[src/rtl/move_pkg.sv]
// Direction encoding shared by the move command queue and the board-update logic.
package move_pkg;

    typedef logic [1:0] dir_t;

    localparam dir_t DIR_UP    = 2'd0;
    localparam dir_t DIR_DOWN  = 2'd1;
    localparam dir_t DIR_LEFT  = 2'd2;
    localparam dir_t DIR_RIGHT = 2'd3;

endpackage

[src/rtl/edge_holdoff.sv]
// Rising-edge detector with a holdoff window, so that one debouncer pulse train
// yields exactly one armed-rise strobe.
module edge_holdoff #(
    parameter int HOLDOFF = 8
) (
    input  logic clk,
    input  logic rst,
    input  logic btn_i,
    output logic armed_o
);

    localparam int HW = $clog2(HOLDOFF);

    logic          prev_q;
    logic [HW-1:0] cnt_q;
    logic [HW-1:0] cnt_d;
    logic          rise;

    assign rise    = btn_i & ~prev_q;
    assign armed_o = rise && (cnt_q == '0);

    // An armed rise reopens the window; otherwise the window drains to zero.
    always_comb begin
        cnt_d = cnt_q;
        if (armed_o) begin
            cnt_d = HW'(HOLDOFF - 1);
        end else if (cnt_q != '0) begin
            cnt_d = cnt_q - HW'(1);
        end
    end

    always_ff @(posedge clk) begin
        if (rst) begin
            prev_q <= 1'b0;
            cnt_q  <= '0;
        end else begin
            prev_q <= btn_i;
            cnt_q  <= cnt_d;
        end
    end

endmodule

[src/rtl/move_cmd_queue.sv]
// Collapses debounced direction pulse trains into single move commands, arbitrates
// them and queues them in a first-word fall-through FIFO. Optional macro: MOVE_DEDUP_EN.
module move_cmd_queue
    import move_pkg::*;
#(
    parameter int DEPTH   = 4,
    parameter int HOLDOFF = 8
) (
    input  logic                       clk,
    input  logic                       rst,
    input  logic                       btn_up,
    input  logic                       btn_down,
    input  logic                       btn_left,
    input  logic                       btn_right,
    output logic                       cmd_valid,
    output logic [1:0]                 cmd_dir,
    input  logic                       cmd_ready,
    output logic [$clog2(DEPTH):0]     fifo_count,
    output logic                       overflow
);

    localparam int             PW      = $clog2(DEPTH);
    localparam int             CW      = PW + 1;
    localparam logic [CW-1:0]  DEPTH_C = CW'(DEPTH);

    logic [3:0]    armed;
    logic [3:0]    btnVec;
    dir_t          pushDir;
    logic          pushReq;
    logic          dup;
    logic          accept;
    logic          drop;
    logic          pop;

    dir_t          mem_q [DEPTH];
    logic [PW-1:0] wrPtr_q, wrPtr_d;
    logic [PW-1:0] rdPtr_q, rdPtr_d;
    logic [CW-1:0] count_q, count_d;
    logic          overflow_q, overflow_d;

    assign btnVec = {btn_right, btn_left, btn_down, btn_up};

    for (genvar g = 0; g < 4; g++) begin : g_edge
        edge_holdoff #(.HOLDOFF(HOLDOFF)) u_edge (
            .clk     (clk),
            .rst     (rst),
            .btn_i   (btnVec[g]),
            .armed_o (armed[g])
        );
    end

    // Losing directions are simply dropped; their holdoff windows still started.
    always_comb begin
        pushReq = |armed;
        pushDir = DIR_UP;
        if (armed[0])      pushDir = DIR_UP;
        else if (armed[1]) pushDir = DIR_DOWN;
        else if (armed[2]) pushDir = DIR_LEFT;
        else if (armed[3]) pushDir = DIR_RIGHT;
    end

    assign pop = (count_q != '0) && cmd_ready;

`ifdef MOVE_DEDUP_EN
    dir_t tailDir;
    assign tailDir = mem_q[wrPtr_q - PW'(1)];
    assign dup     = (count_q != '0) && (tailDir == pushDir);
`else
    assign dup     = 1'b0;
`endif

    assign accept = pushReq && !dup && ((count_q != DEPTH_C) || pop);
    assign drop   = pushReq && !dup && !accept;

    always_comb begin
        wrPtr_d    = wrPtr_q;
        rdPtr_d    = rdPtr_q;
        count_d    = count_q;
        overflow_d = overflow_q | drop;
        if (accept) wrPtr_d = wrPtr_q + PW'(1);
        if (pop)    rdPtr_d = rdPtr_q + PW'(1);
        if (accept && !pop)      count_d = count_q + CW'(1);
        else if (pop && !accept) count_d = count_q - CW'(1);
    end

    always_ff @(posedge clk) begin
        if (rst) begin
            wrPtr_q    <= '0;
            rdPtr_q    <= '0;
            count_q    <= '0;
            overflow_q <= 1'b0;
        end else begin
            wrPtr_q    <= wrPtr_d;
            rdPtr_q    <= rdPtr_d;
            count_q    <= count_d;
            overflow_q <= overflow_d;
        end
    end

    // Storage needs no reset: pointers and count decide what is visible.
    always_ff @(posedge clk) begin
        if (!rst && accept) begin
            mem_q[wrPtr_q] <= pushDir;
        end
    end

    assign cmd_valid  = (count_q != '0);
    assign cmd_dir    = cmd_valid ? mem_q[rdPtr_q] : DIR_UP;
    assign fifo_count = count_q;
    assign overflow   = overflow_q;

endmodule

[config.mk]
export PLATFORM = sky130hd
export DESIGN_NAME = move_cmd_queue
export DESIGN_NICKNAME = d
export VERILOG_FILES = /design/src/rtl/move_pkg.sv /design/src/rtl/edge_holdoff.sv /design/src/rtl/move_cmd_queue.sv
export SDC_FILE = /design/constraint.sdc
export NUM_CORES = 1
export LEC_CHECK = 0
export BUFFER_PORTS_ARGS = -buffer_cell sky130_fd_sc_hd__buf_2
export CAP_MARGIN = 20
export CORE_UTILIZATION = 58
export DETAILED_ROUTE_END_ITERATION = 8
export GPL_TIMING_DRIVEN = 0
export PLACE_DENSITY = 0.78
export SLEW_MARGIN = 10
export SYNTH_ARGS = -nofsm -noshare
export SYNTH_HDL_FRONTEND = slang
export SYNTH_SLANG_ARGS = --single-unit
[constraint.sdc]
create_clock -name clk -period 2.9 [get_ports clk]
set_clock_uncertainty 0.15 [all_clocks]
set_input_delay 0 -clock clk [delete_from_list [all_inputs] [get_ports clk]]
set_output_delay 0 -clock clk [all_outputs]
set_load 0.01 [all_outputs]
==> reports/qor.txt, run 1 <==
Int Power: 1.21 mW
failing checks: DRC
commonest cells after routing, fill and taps aside: dfxtp_1 (26), a211oi_1 (15), ha_1 (13), inv_1 (12), buf_2 (12)
Layout area overhead: 13.7%
Gate power share: 0.466
CTS tree: yes
most common cell after layout, fill and taps aside: dfxtp_1
Vias/cell: 5.66
DP HPWL: 2140 microns
Hold Fails Final Rpt: 0
pwr dens: 975 mW/mm^2
min setup slack post-route: 0.234 ns
GP Congestion: 0.759
Sw Ratio: 0.373
CTS clock-pin slew for the worst setup and hold paths: 0.10 ns
maximum vdd ir drop: 0.601 mV
CP startpoint kind: register
initial core utilization: 0.622
crit path DAT: 2.79 ns
Syn Inst Count: 150
post-synth cell types: 33
global-route wire length before repair: 5200 microns
Total Power: 1.93 mW
I/O Buffers: 12
Die Height: 56.9 microns
final setup fails: 0
clk buf depth: 2
antenna-violating nets left: 0
period utilization: 0.919
Max Used Layer: met4
Setup Buffers After CTS: 0
total grt overflow: 0
RSZ-0062 raised after global routing: false
post-route setup TNS: 0 ns
share of cells above drive strength 1: 0.197
Max Clock Freq: 375 MHz
vias in the first global route: 1,173
routed wl met3: 120 microns
area of the core: 0.00281 sq mm
outcome: complete, but fails checks
worst hold path depth: 3
Die ar.: 0.00323 sq mm
n_diodes: 0
part of the Yosys area used for sequential elements: 0.436
Pre-Repair DR Iteration Count: 6
Yosys Warn Count: 0
Sequential Power Share: 0.394
largest net degree at the start of global routing: 11
Hold Crit Class: in -> reg
Mapped Area: 0.00175 sq mm
Iter 0 DRT Violations: 43
CP max FO: 5
wire length on met1: 1250 microns
CP Data Required Time: 3.02 ns
Routed WL: 2900 microns
clk root buf: clkbuf_4
Net Switching: 721 uW
H-tree Lvls: 2
Reg2Reg Depth: 10
antenna violations before repair: 0
Max Slew Vio Count: 0
Hold Crit Start: rst
CTS Buf Count: 5
Routed WL per cell: 13.9 microns
DR DRC count: 4
clock share of power: 0.140
WHS Endpoint: wrPtr_q[0]$_SDFFE_PP0N_
crit end category: register
die span in x: 56.9 microns
min cycle time layout: 2.67 ns
nets: 198
Rel. slew slack: 0.676
area post-placement: 0.00184 sq mm
r2r startpoint: g_edge[2].u_edge.cnt_q[0]$_SDFFE_PP0P_
Design Area, Final: 0.00198 sq mm
placed insts: 193
Setup CP Type: reg -> reg
later-pin clock latency in the skew report: 0.33 ns
Top-Level Pins: 14
R2R setup slack: 0.23 ns
worst slew pin tran: 0.484 ns
Tot GR Track Use: 0.212
Final Non-Filler Cells: 209
capturing point of the worst reg2reg path: fifo_count[2]$_SDFFE_PP0P_
vias: 1,183
# rows: 19
# hold bufs at CTS: 8
max cap viols: 0
synthesized netlist net count: 171
Avg Cell Area, Syn: 11.6 sq um
Seq cells post-synth: 34
Resize count post-CTS: 0
Leakage: 0.768 nW
met2 wire len: 1490 microns
pre-CTS WS: 0.271 ns
Clock Sink Count: 34
[sequential cells by signal (all words and copies together) (netlist names), named ones only]
signal / count
rdPtr_q: 2
g_edge.u_edge.cnt_q: 12
fifo_count: 3
g_edge.u_edge.prev_q: 4
overflow: 1
wrPtr_q: 2
mem_q: 8
[cells by family (layout without fill, tap and decap cells)]
family | after synthesis | count (layout) | share of synthesized area
flip-flops | 34 | 34 | 0.436
multiplexers | 5 | 5 | 0.0459
XOR/XNOR | 6 | 6 | 0.0301
AND/OR/NAND/NOR | 51 | 51 | 0.243
adder cells (fa/ha/maj) | 14 | 14 | 0.105
AO/OA/AOI/OAI | 25 | 25 | 0.108
buffers and inverters | 15 | 43 | 0.0323
[final cells by class]
cell class              count  area, sq um
fillers                   213          821
multi-input cells         101          928
clock buffers               7         55.1
flip-flops and latches     34          761
repair buffers             20          140
inverters                  12         45.0
clock inverters             1         5.00
well taps                  31         38.8
plain buffers               3         11.3
[worst max-delay path: stages, from the launching register on]
cell       delay [ns]
dfxtp_1          0.34
inv_1            0.08
ha_1             0.25
nand4bb_2        0.18
a41oi_2          0.30
ha_1             0.24
inv_1            0.06
fa_1             0.37
xor2_1           0.16
or3_1            0.31
a21oi_1          0.15
[metrics by stage]
stage | hold slack (ns) | util
floorplan | -0.0218 | -
global placement | 0.115 | 0.657
detailed placement | 0.137 | 0.657
CTS | 0.00220 | 0.707
global route | 0.0660 | 0.707
finish | 0.0157 | 0.707
[synth_stat cells]
cell,n,share of area
a211oi_1,15,0.065
a21oi_1,3,0.0086
a41oi_2,1,0.0093
and2_1,2,0.0072
and4bb_2,4,0.029
clkbuf_1,3,0.0065
dfxtp_1,26,0.30
edfxtp_1,8,0.14
fa_1,1,0.011
ha_1,13,0.093
inv_1,12,0.026
mux2_4,1,0.0086
mux2i_1,2,0.011
mux4_2,2,0.026
nand2b_1,6,0.022
nand4bb_2,1,0.0093
nand4bb_4,3,0.047
nor2_1,10,0.022
nor2b_1,10,0.036
nor3_1,6,0.017
nor3b_1,4,0.017
nor4_4,1,0.012
nor4b_4,1,0.014
o21a_1,2,0.0086
o21ai_0,1,0.0029
o311ai_0,1,0.0050
o31ai_1,1,0.0043
o41ai_1,1,0.0050
or2_2,1,0.0036
or3_1,1,0.0036
or3_2,1,0.0043
xnor2_1,2,0.010
xor2_1,4,0.020
[per-layer routing]
layer / global-route usage / up-vias
met2: 0.361 / 17
met3: 0.0668 / 5
li1: - / 598
met1: 0.249 / 563
met4: 0.0836 / 0
met5: 0 / -
[how the worst max path moves through the flow]
stage | from | endpoint | slack, ns | depth (start not counted)
floorplan | g_edge[3].u_edge.cnt_q[0]$_SDFFE_PP0P_ | fifo_count[2]$_SDFFE_PP0P_ | 0.50 | 10
global placement | g_edge[3].u_edge.cnt_q[0]$_SDFFE_PP0P_ | fifo_count[2]$_SDFFE_PP0P_ | 0.35 | 10
detailed placement | g_edge[1].u_edge.cnt_q[0]$_SDFFE_PP0P_ | fifo_count[2]$_SDFFE_PP0P_ | 0.27 | 10
CTS | g_edge[2].u_edge.cnt_q[0]$_SDFFE_PP0P_ | fifo_count[2]$_SDFFE_PP0P_ | 0.24 | 10
global route | g_edge[3].u_edge.cnt_q[0]$_SDFFE_PP0P_ | fifo_count[2]$_SDFFE_PP0P_ | 0.09 | 10
finish | g_edge[2].u_edge.cnt_q[0]$_SDFFE_PP0P_ | fifo_count[2]$_SDFFE_PP0P_ | 0.23 | 10
[power groups by stage]
stage / sequential (mW) / combinational, mW / clock (mW)
finish: 0.762 / 0.901 / 0.272
global route: 0.783 / 1.02 / 0.305
CTS: 0.764 / 0.905 / 0.281
detailed placement: 0.774 / 0.887 / 0
global placement: 0.760 / 0.842 / 0
floorplan: 0.751 / 0.721 / 0
Power figures use the tool's default switching activity.
==> inputs of run 2 (changes only) <==
- CORE_UTILIZATION: 58 -> 53
- PLACE_DENSITY: 0.78 -> 0.75
- clock period: 2.9 -> 2.2 ns (I/O delays scaled with it)
==> reports/qor.txt, run 2 (synthesis gave the netlist of run 1 again) <==
outcome: complete, but fails checks
failing checks: setup timing
r2r startpoint: g_edge[0].u_edge.cnt_q[0]$_SDFFE_PP0P_
Vias/cell: 5.30
GP Congestion: 0.763
WHS Endpoint: overflow$_SDFF_PP0_
max reg flops: 12
Routed WL: 3240 microns
met2 wire len: 1640 microns
capturing point of the worst reg2reg path: fifo_count[2]$_SDFFE_PP0P_
Rel. slew slack: 0.631
Hold Fails Final Rpt: 0
min setup slack post-route: -0.0993 ns
share of cells above drive strength 1: 0.306
total grt overflow: 0
DR DRC count: 0
CP Data Required Time: 2.33 ns
Leakage: 0.802 nW
final setup fails: 1
worst hold slack: 0.307 ns
worst path cell trace: inv_1, ha_4, nand4bb_4, a41oi_4, ha_4, inv_2, fa_2, xor2_1, or3_1, a21oi_1
initial core utilization: 0.567
wire length on met1: 1440 microns
Hold Crit Class: reg -> reg
Reg2Reg Depth: 10
global-route wire length before repair: 5670 microns
n_diodes: 0
family with the most delay on the worst path: adder cells
routed wl met3: 95 microns
Die ar.: 0.00353 sq mm
CTS clock-pin slew for the worst setup and hold paths: 0.10 ns
area of the core: 0.00308 sq mm
RSZ-0062 raised after global routing: true
antenna-violating nets left: 0
die span in x: 59.4 microns
Final Non-Filler Cells: 230
min cycle time layout: 2.30 ns
clk buf depth: 2
clk root buf: clkbuf_4
area of the multi-input gates: 0.00102 sq mm
Hold Crit Start: overflow$_SDFF_PP0_
nets: 206
vias: 1,219
top flop regs: g_edge.u_edge.cnt_q x12, mem_q x8, g_edge.u_edge.prev_q x4
Die Height: 59.4 microns
commonest cells after routing, fill and taps aside: dfxtp_1 (24), a211oi_1 (15), buf_2 (12), nor2_1 (10), nor2b_1 (10)
max cap viols: 0
Routed WL per cell: 14.1 microns
Layout area overhead: 23.1%
CP max FO: 3
Worst path slowest cell: dfxtp_1
Pre-Repair DR Iteration Count: 4
R2R setup slack: -0.1 ns
worst hold path depth: 2
maximum vdd ir drop: 0.679 mV
CP startpoint kind: register
worst path bufs/invs: 2
antenna violations before repair: 0
max incr delay on CP: 0.34 ns
crit path DAT: 2.43 ns
Top reg by flops: g_edge.u_edge.cnt_q
Iter 0 DRT Violations: 38
pwr dens: 1320 mW/mm^2
vias in the first global route: 1,313
DP HPWL: 2290 microns
Setup CP Type: reg -> reg
crit end category: register
Clock Sink Count: 34
pre-CTS WS: -0.259 ns
Max Used Layer: met4
most common cell after layout, fill and taps aside: dfxtp_1
H-tree Lvls: 2
Max Slew Vio Count: 0
CTS tree: yes
placed insts: 206
# fillers: 240
later-pin clock latency in the skew report: 0.34 ns
Tot GR Track Use: 0.221
largest net degree at the start of global routing: 11
Register Area: 763 sq um
I/O Buffers: 12
Max Clock Freq: 435 MHz
CP dominant cell by count: ha_4
period utilization: 1.05
Crit. Startpoint: g_edge[0].u_edge.cnt_q[0]$_SDFFE_PP0P_
CTS Buf Count: 5
# rows: 20
Top-Level Pins: 14
post-route setup TNS: -0.0993 ns
worst slew pin tran: 0.553 ns
==> run 2: cell count changes in the layout (fill, tap and decap cells not counted), sizes merged <==
cell	previous run	this run
clkbuf	10	9
clkinv	1	2
dlygate4sd3	8	9
buf	12	19
==> run 2: report_power, final <==
part,internal (mW),leakage (nW),switching [mW]
Clock,0.120,0.0297,0.207
Sequential,0.852,0.290,0.168
Combinational,0.794,0.482,0.693
Total,1.77,0.802,1.07
==> run 2: per-stage QoR <==
stage	power, mW	util	cell area (sq um)
after detailed placement	2.29	0.619	1910
after CTS	2.80	0.693	2130
after global routing	3.07	0.698	2150
final	2.83	0.698	2150
after floorplan	2.01	-	1790
after global placement	2.18	0.619	1910
==> run 2: cell type report <==
type                            instances  share of cell area
Sequential cell                        34               0.355
Clock inverter                          2             0.00408
Clock buffer                            6              0.0192
Timing Repair Buffer                   28              0.0944
Inverter                               12              0.0210
Tap cell                               44              0.0256
Multi-Input combinational cell        101               0.475
Buffer                                  3             0.00524
==> run 2: worst max-delay path by stage <==
stage / to / slack (ns) / cells after the start
6_report: fifo_count[2]$_SDFFE_PP0P_ / -0.1 / 10
4_1_cts: fifo_count[2]$_SDFFE_PP0P_ / -0.13 / 10
3_5_place_dp: fifo_count[2]$_SDFFE_PP0P_ / -0.26 / 10
5_1_grt: fifo_count[2]$_SDFFE_PP0P_ / -0.19 / 10
3_3_place_gp: fifo_count[2]$_SDFFE_PP0P_ / -0.21 / 10
2_1_floorplan: fifo_count[2]$_SDFFE_PP0P_ / -0.12 / 10
==> run 2: per-layer routing <==
metal  vias up  track usage
met1       585        0.252
met4         0       0.0918
li1        613            -
met2        12        0.376
met3         9       0.0742
met5         -            0
==> run 2: worst register-to-register path: stages, from the launching register on <==
cell and delay [ns]:
dfxtp_1 0.34, inv_1 0.12, ha_4 0.18, nand4bb_4 0.14
a41oi_4 0.20, ha_4 0.17, inv_2 0.03, fa_2 0.32
xor2_1 0.15, or3_1 0.30, a21oi_1 0.12
==> run 2: timing repair <==
action	4_1_cts	5_1_grt
endpoints found under the hold margin	12	0
pin swaps	3	0
gates resized for setup	11	2
setup endpoints to repair	2	2
buffers inserted	7	0
hold buffers	9	0
==> inputs of run 3 (changes only) <==
- GPL_TIMING_DRIVEN: 0 -> unset
==> reports/qor.txt, run 3 (synthesis gave the netlist of run 1 again) <==
clock share of power: 0.105
Sw Ratio: 0.361
clk buf depth: 2
Final Core Density: 0.754
Register Area: 764 sq um
Rel. slew slack: 0.649
min cycle time layout: 2.29 ns
met2 wire len: 1750 microns
global-route wire length before repair: 6040 microns
Worst path slowest cell: dfxtp_2
wire length on met1: 1510 microns
family with the most delay on the worst path: adder cells
routed wl met3: 110 microns
Max Slew Vio Count: 0
Int Power: 1.95 mW
DP HPWL: 2440 microns
Hold Crit Class: reg -> reg
nets: 227
Gate power share: 0.572
CTS Buf Count: 5
CP startpoint kind: register
die span in x: 59.4 microns
Design Area, Final: 0.00232 sq mm
outcome: complete, but fails checks
Die ar.: 0.00353 sq mm
worst slew pin tran: 0.527 ns
pre-CTS WS: -0.219 ns
total grt overflow: 0
max incr delay on CP: 0.34 ns
failing checks: setup timing
H-tree Lvls: 2
max reg flops: 12
worst path bufs/invs: 2
n_diodes: 0
# fillers: 207
commonest cells after routing, fill and taps aside: buf_4 (29), dfxtp_1 (23), a211oi_1 (15), buf_2 (13)
Top reg by flops: g_edge.u_edge.cnt_q
Routed WL: 3420 microns
final setup fails: 1
R2R setup slack: -0.09 ns
later-pin clock latency in the skew report: 0.33 ns
Hold Fails Final Rpt: 0
initial core utilization: 0.567
antenna violations before repair: 0
DR DRC count: 0
Clock Sink Count: 34
crit path DAT: 2.41 ns
Top-Level Pins: 14
area of the core: 0.00308 sq mm
Iter 0 DRT Violations: 52
I/O Buffers: 13
largest net degree at the start of global routing: 29
Leakage: 0.914 nW
CP max FO: 2
top flop regs: g_edge.u_edge.cnt_q x12, mem_q x8, g_edge.u_edge.prev_q x4
Routed WL per cell: 13.6 microns
Pre-Repair DR Iteration Count: 4
# rows: 20
Max Used Layer: met4
CTS tree: yes
Vias/cell: 5.16
area post-placement: 0.00209 sq mm
vias in the first global route: 1,344
share of cells above drive strength 1: 0.391
area of the multi-input gates: 0.00102 sq mm
maximum vdd ir drop: 0.752 mV
worst path cell trace: inv_2, ha_4, nand4bb_4, a41oi_4, ha_4, inv_2, fa_2, xor2_1, or3_1, a21oi_2
Tot GR Track Use: 0.240
Die Height: 59.4 microns
Max Clock Freq: 436 MHz
CTS clock-pin slew for the worst setup and hold paths: 0.10 ns
worst hold slack: 0.300 ns
GP Congestion: 0.792
vias: 1,296
RSZ-0062 raised after global routing: true
Layout area overhead: 33.0%
pwr dens: 1320 mW/mm^2
Net Switching: 1.10 mW
min setup slack post-route: -0.0937 ns
most common cell after layout, fill and taps aside: buf_4
antenna-violating nets left: 0
max cap viols: 0
crit end category: register
clk root buf: clkbuf_4
Setup CP Type: reg -> reg
Sequential Power Share: 0.324
period utilization: 1.04
CP Data Required Time: 2.32 ns
## run 3: area by class of cell
type,instances,area share
clock inverters,2,0.00377
repair buffers,52,0.165
clock buffers,6,0.0178
multi-input cells,101,0.441
inverters,12,0.0194
well taps,44,0.0237
flip-flops and latches,34,0.329
## run 3: worst paths after layout
path                                          startpoint                         end  cells after the start
setup / recovery  g_edge[2].u_edge.cnt_q[0]$_SDFFE_PP0P_  fifo_count[2]$_SDFFE_PP0P_                     10
hold / removal                       overflow$_SDFF_PP0_         overflow$_SDFF_PP0_                      2
setup reg to reg  g_edge[2].u_edge.cnt_q[0]$_SDFFE_PP0P_  fifo_count[2]$_SDFFE_PP0P_                     10
hold reg to reg                      overflow$_SDFF_PP0_         overflow$_SDFF_PP0_                      2
## run 3: power by group through the flow
stage	combinational [mW]	clock [mW]	sequential, mW
2_1_floorplan	1.02	0	0.994
3_3_place_gp	1.47	0	0.973
3_5_place_dp	1.56	0	0.994
4_1_cts	1.70	0.323	0.985
5_1_grt	1.95	0.363	1.01
6_report	1.75	0.320	0.989
## run 3: what timing repair did
action,4_1_cts,5_1_grt
buffers inserted,3,1
pin swaps,3,2
hold endpoints to repair,14,0
setup endpoints to repair,1,1
hold buffers,10,0
gates resized for setup,9,5
## run 3: per-stage QoR
step / TNS [ns] / total power, mW / cells
after floorplan: -0.120 / 2.01 / 150
after global placement: -0.137 / 2.44 / 229
after detailed placement: -0.219 / 2.55 / 229
after CTS: -0.103 / 3.00 / 250
after global routing: -0.191 / 3.33 / 251
final: -0.0937 / 3.06 / 251
## run 3: per-layer routing
layer / track usage / up-vias
li1: - / 664
met1: 0.289 / 611
met2: 0.401 / 14
met3: 0.0721 / 7
met4: 0.0952 / 0
met5: 0 / -
## run 3: tightest hold or removal path: stages, from the launching register on
cell	delay, ns
dfxtp_1	0.32
inv_1	0.04
a21oi_1	0.05
